===== src/rtl/pipeline_hazard_ctrl.sv =====
// pipeline_hazard_ctrl: IF/ID stall, flush and ID/EX bubble control for load-use,
// branch/jump redirect and instruction-memory wait hazards, plus saturating counters.
//
// state        | meaning
// ST_RUN       | normal issue; load-use, redirect and imem readiness all evaluated
// ST_LU_STALL  | cycle after a load-use bubble; behaves as RUN with load-use masked
// ST_IMEM_WAIT | fetch outstanding; IF/ID flushed until imem_ready_in returns
module pipeline_hazard_ctrl #(
  parameter int CNT_W        = 16,
  parameter int WAIT_TIMEOUT = 8
) (
  input  logic             clk,
  input  logic             reset_in,
  input  logic             enable,
  input  logic [4:0]       IF_ID_Rs_in,
  input  logic [4:0]       IF_ID_Rt_in,
  input  logic             ID_EX_MemRead_in,
  input  logic [4:0]       ID_EX_Rt_in,
  input  logic             redirect_in,
  input  logic             imem_ready_in,
  output logic             PC_write_out,
  output logic             IF_ID_enable_out,
  output logic             IF_ID_flush_out,
  output logic             ID_EX_bubble_out,
  output logic [CNT_W-1:0] stall_cnt_out,
  output logic [CNT_W-1:0] flush_cnt_out,
  output logic             imem_timeout_out
);

  localparam logic [1:0] ST_RUN       = 2'd0;
  localparam logic [1:0] ST_LU_STALL  = 2'd1;
  localparam logic [1:0] ST_IMEM_WAIT = 2'd2;

  localparam int                WAIT_W   = (WAIT_TIMEOUT < 1) ? 1 : $clog2(WAIT_TIMEOUT + 1);
  localparam logic [WAIT_W-1:0] WAIT_MAX = WAIT_W'(WAIT_TIMEOUT);

  logic [1:0]        state_q, state_d;
  logic [WAIT_W-1:0] wait_cnt_q, wait_cnt_d;
  logic [CNT_W-1:0]  stall_cnt_q, stall_cnt_d;
  logic [CNT_W-1:0]  flush_cnt_q, flush_cnt_d;
  logic              timeout_q, timeout_d;

  logic load_use;
  logic load_use_eff;
  logic redirect_taken;
  logic pc_write;
  logic ifid_en;
  logic ifid_flush;
  logic idex_bubble;

  // A load into $zero never creates a real dependency.
  assign load_use = ID_EX_MemRead_in && (ID_EX_Rt_in != 5'd0) &&
                    ((ID_EX_Rt_in == IF_ID_Rs_in) || (ID_EX_Rt_in == IF_ID_Rt_in));

  assign load_use_eff = load_use && (state_q == ST_RUN);

  always_comb begin
    state_d        = state_q;
    pc_write       = 1'b0;
    ifid_en        = 1'b0;
    ifid_flush     = 1'b0;
    idex_bubble    = 1'b0;
    redirect_taken = 1'b0;

    case (state_q)
      ST_RUN, ST_LU_STALL: begin
        if (load_use_eff) begin
          idex_bubble = 1'b1;
          state_d     = ST_LU_STALL;
        end else if (redirect_in) begin
          pc_write       = 1'b1;
          ifid_en        = 1'b1;
          ifid_flush     = 1'b1;
          redirect_taken = 1'b1;
          state_d        = imem_ready_in ? ST_RUN : ST_IMEM_WAIT;
        end else if (!imem_ready_in) begin
          ifid_en    = 1'b1;
          ifid_flush = 1'b1;
          state_d    = ST_IMEM_WAIT;
        end else begin
          pc_write = 1'b1;
          ifid_en  = 1'b1;
          state_d  = ST_RUN;
        end
      end
      ST_IMEM_WAIT: begin
        pc_write   = imem_ready_in;
        ifid_en    = 1'b1;
        ifid_flush = !imem_ready_in;
        state_d    = imem_ready_in ? ST_RUN : ST_IMEM_WAIT;
      end
      default: begin
        state_d = ST_RUN;
      end
    endcase

    // A frozen pipeline issues nothing and advances nothing.
    if (!enable) begin
      state_d        = state_q;
      pc_write       = 1'b0;
      ifid_en        = 1'b0;
      ifid_flush     = 1'b0;
      idex_bubble    = 1'b0;
      redirect_taken = 1'b0;
    end
  end

  always_comb begin
    wait_cnt_d = wait_cnt_q;
    timeout_d  = timeout_q;
    if (enable) begin
      if ((state_q != ST_IMEM_WAIT) && (state_d == ST_IMEM_WAIT)) begin
        wait_cnt_d = '0;
      end else if ((state_q == ST_IMEM_WAIT) && !imem_ready_in && (wait_cnt_q != WAIT_MAX)) begin
        wait_cnt_d = wait_cnt_q + 1'b1;
      end
      if ((state_q == ST_IMEM_WAIT) && (wait_cnt_d == WAIT_MAX)) begin
        timeout_d = 1'b1;
      end
    end
  end

  always_comb begin
    stall_cnt_d = stall_cnt_q;
    flush_cnt_d = flush_cnt_q;
    if (enable && !pc_write && (stall_cnt_q != '1)) begin
      stall_cnt_d = stall_cnt_q + 1'b1;
    end
    if (redirect_taken && (flush_cnt_q != '1)) begin
      flush_cnt_d = flush_cnt_q + 1'b1;
    end
  end

  always_ff @(posedge clk or negedge reset_in) begin
    if (!reset_in) begin
      state_q     <= ST_RUN;
      wait_cnt_q  <= '0;
      stall_cnt_q <= '0;
      flush_cnt_q <= '0;
      timeout_q   <= 1'b0;
    end else begin
      state_q     <= state_d;
      wait_cnt_q  <= wait_cnt_d;
      stall_cnt_q <= stall_cnt_d;
      flush_cnt_q <= flush_cnt_d;
      timeout_q   <= timeout_d;
    end
  end

  // Gate with reset so the pipeline sees no enables while reset is held.
  assign PC_write_out     = reset_in & pc_write;
  assign IF_ID_enable_out = reset_in & ifid_en;
  assign IF_ID_flush_out  = reset_in & ifid_flush;
  assign ID_EX_bubble_out = reset_in & idex_bubble;
  assign stall_cnt_out    = stall_cnt_q;
  assign flush_cnt_out    = flush_cnt_q;
  assign imem_timeout_out = timeout_q;

endmodule


===== config.mk =====
export PLATFORM = sky130hd
export DESIGN_NAME = pipeline_hazard_ctrl
export DESIGN_NICKNAME = d
export VERILOG_FILES = /design/src/rtl/pipeline_hazard_ctrl.sv
export SDC_FILE = /design/constraint.sdc
export NUM_CORES = 1
export LEC_CHECK = 0
export ABC_AREA = 1
export CORE_ASPECT_RATIO = 1.4
export CORE_MARGIN = 2
export CORE_UTILIZATION = 54
export DETAILED_ROUTE_END_ITERATION = 12
export PLACE_DENSITY = 0.86
export SKIP_LAST_GASP = 1
export SLEW_MARGIN = 10
export SYNTH_ARGS = -nofsm -noshare
export SYNTH_HDL_FRONTEND = slang
export SYNTH_SLANG_ARGS = --single-unit

===== constraint.sdc =====
create_clock -name clk -period 3.2 [get_ports clk]
set_input_delay 0.64 -clock clk [delete_from_list [all_inputs] [get_ports clk]]
set_output_delay 0.64 -clock clk [all_outputs]
set_load 0.005 [all_outputs]

==> impl_metrics.toml <==
[floorplanning]
start_util_pct = 56.6
io_pins = 58
fp-row-count = 28
die_h_um = 82.9
chipWidth_um = 60.3
die_area_um2 = 5000
core_area_um2 = 4240

[final_layout]
final_nets = 403
fin_area_um2 = 3140
finalCoreUtilization_pct = 74.1
diodes = 0
layout_commonest_cell = "nand2_1"
syn_to_final_growth_pct = 31.0
final_cell_mix = "nand2_1 (79), clkdlybuf4s50_1 (52), inv_1 (43)"
layout-drive-gt1-share_pct = 8.97

[power_and_ir_drop]
p_per_area_nw_per_um2 = 556
leakagePower_nw = 1.53
vdd_ir_drop_max_mv = 0.396
p_total_mw = 1.75

[timing]
slew_violations = 0
fmax_mhz = 334
rsz0062_at_grt = "no"
finalSetupViolCount = 0
min_period_ns = 3.00
tns_ns = 0
relSlewSlack_pct = 65.7
fin_skew_ns = 0.00723
timing_worst_slew_pin_value_ns = 0.514
hold_violations = 0
finalCritPeriodShare_pct = 93.6
post-route-worst-setup-slack_ns = 0.205

[global_routing]
grt-ovfl-total = 0
grt_max_degree = 40
grt_pass1_wl_um = 8730
grt_pass1_vias = 2161
track_usage_pct = 22.2
grt_antenna_before_repair = 0

[synthesis]
synth_edf_count = 0
synth_ff_type = "dfrtp_1"
postSynthNetCount = 341
avgSynthCellArea_um2 = 7.59
synth_cells = 316
netlist_area_um2 = 2400
ys_ff_latch = 39
synth-async-reset-ratio_pct = 100
yosysSeqAreaShare_pct = 40.7
yosys_warnings = 0
ys_types = 29

[worst_setup_path]
cp_max_fo = 6
critPathCaptureType = "output pin"
critPathLaunch = "ID_EX_Rt_in[1]"
reg2reg_from = "flush_cnt_out[0]"
r2r_cells = 10
worstPathArrival_ns = 2.36
critPathLaunchType = "primary input"
crit_end = "ID_EX_bubble_out"
rr_endpoint = "flush_cnt_out[11]"
required_ns = 2.56
r2r_slack_ns = 1.13
worstSetupPathType = "primary input to output pin"

[clock_network]
cts_setup_buffers = 0
cts_root_buffer = "clkbuf_8"
clock_latency_ns = 0.30
clkTransAtPathRegs_ns = 0.09
clock_path_buffers = 2
cts_tree = "done"
htreeDepth = 2
numCtsBuffers = 5
cts.sinks = 39

[job]
max-cap-violations = 0

[route]
postRouteAntennaNets = 0
first_iter_violations = 87
dr.pass1.iters = 4
dr_total_vias = 2182
wl_per_cell_um = 11.7
wirelength_um = 5120
drc = 0
routed_via_density = 4.97

[placed_design]
dpl_cell_area_um2 = 3020
port_buffers = 57
place.gp.congestion = 0.932
place_hpwl_um = 3920
pre_cts_ws_ns = 0.109

[min_path]
holdCritPathClass = "primary input to async pin"

[run_status]
status = "complete, no violations"
report_power, final:
group	switching [mW]	internal [mW]
logic	0.289	0.317
clock network	0.191	0.232
registers	0.112	0.605
worst min-delay path by stage:
stage / from / slack, ns / cells past startpoint / endpoint
floorplan: reset_in / 0.34 / 0 / flush_cnt_out[0]
global placement: imem_timeout_out / 0.46 / 2 / imem_timeout_out
detailed placement: imem_timeout_out / 0.46 / 2 / imem_timeout_out
CTS: reset_in / 0.45 / 2 / flush_cnt_out[8]
global route: reset_in / 0.47 / 2 / flush_cnt_out[8]
finish: reset_in / 0.43 / 2 / flush_cnt_out[8]
worst max-delay path, stage by stage:
cell and delay, ns:
clkdlybuf4s50_1 0.52, inv_2 0.06, nand2_1 0.05, nand2_1 0.05
nor2_1 0.11, nand3_1 0.07, nand2_1 0.10, nand2_2 0.11
nor2_1 0.13, clkdlybuf4s50_1 0.52
synthesized netlist by cell type (3+ instances only):
library cell | count | area share, %
a21oi_1 | 3 | 0.63
nand4_1 | 3 | 0.78
dfrtp_1 | 39 | 41
xnor2_1 | 6 | 2.2
nor3_1 | 14 | 2.9
nor4_1 | 3 | 0.78
nand3_1 | 26 | 5.4
nand2_1 | 79 | 12
nand2_2 | 6 | 1.6
inv_2 | 8 | 1.3
xor2_1 | 26 | 9.5
inv_1 | 43 | 6.7
nor2_2 | 3 | 0.78
ha_1 | 4 | 2.1
nor2_1 | 24 | 3.8
o21ai_0 | 12 | 2.5
layer usage:
layer | vias to the layer above | track usage (%) | wire length [µm]
met1 | 985 | 26.0 | 2080
met5 | - | 0 | 0
met4 | 0 | 11.9 | 197
met2 | 68 | 35.8 | 2590
li1 | 1110 | - | -
met3 | 19 | 5.76 | 255
area by class of cell:
cell class                 count  area [µm²]
clock buffer                   5        68.8
clock inverter                 3        43.8
fill                         337        1100
inverter                      52         195
multi-input combinational    221        1190
sequential                    39         976
tap                           60        75.1
timing repair buffer          59         591
kinds of logic (layout without fill, tap and decap cells):
kind of cell	count (synthesis)	after routing	synth area share (%)
fa+ha+maj	4	4	2.09
buf+inv	56	119	9.60
flops	39	39	40.7
compound gates	20	20	4.69
xor+xnor	33	33	12.4
simple gates	164	164	30.6
flip-flops by register name (all words and copies together), names as in the netlist:
register,count
state_q,2
imem_timeout_out,1
flush_cnt_out,16
stall_cnt_out,16
wait_cnt_q,4
per-stage QoR:
stage / instances / hold slack (ns)
floorplan: 316 / 0.344
global placement: 431 / 0.460
detailed placement: 431 / 0.463
CTS: 439 / 0.452
global route: 439 / 0.474
finish: 439 / 0.427
timing repair:
item / CTS / global route
resized for setup: 0 / 4
hold buffers: 0 / 0
setup endpoints to repair: 0 / 2
Note: power is estimated with default switching activity, not from simulation.
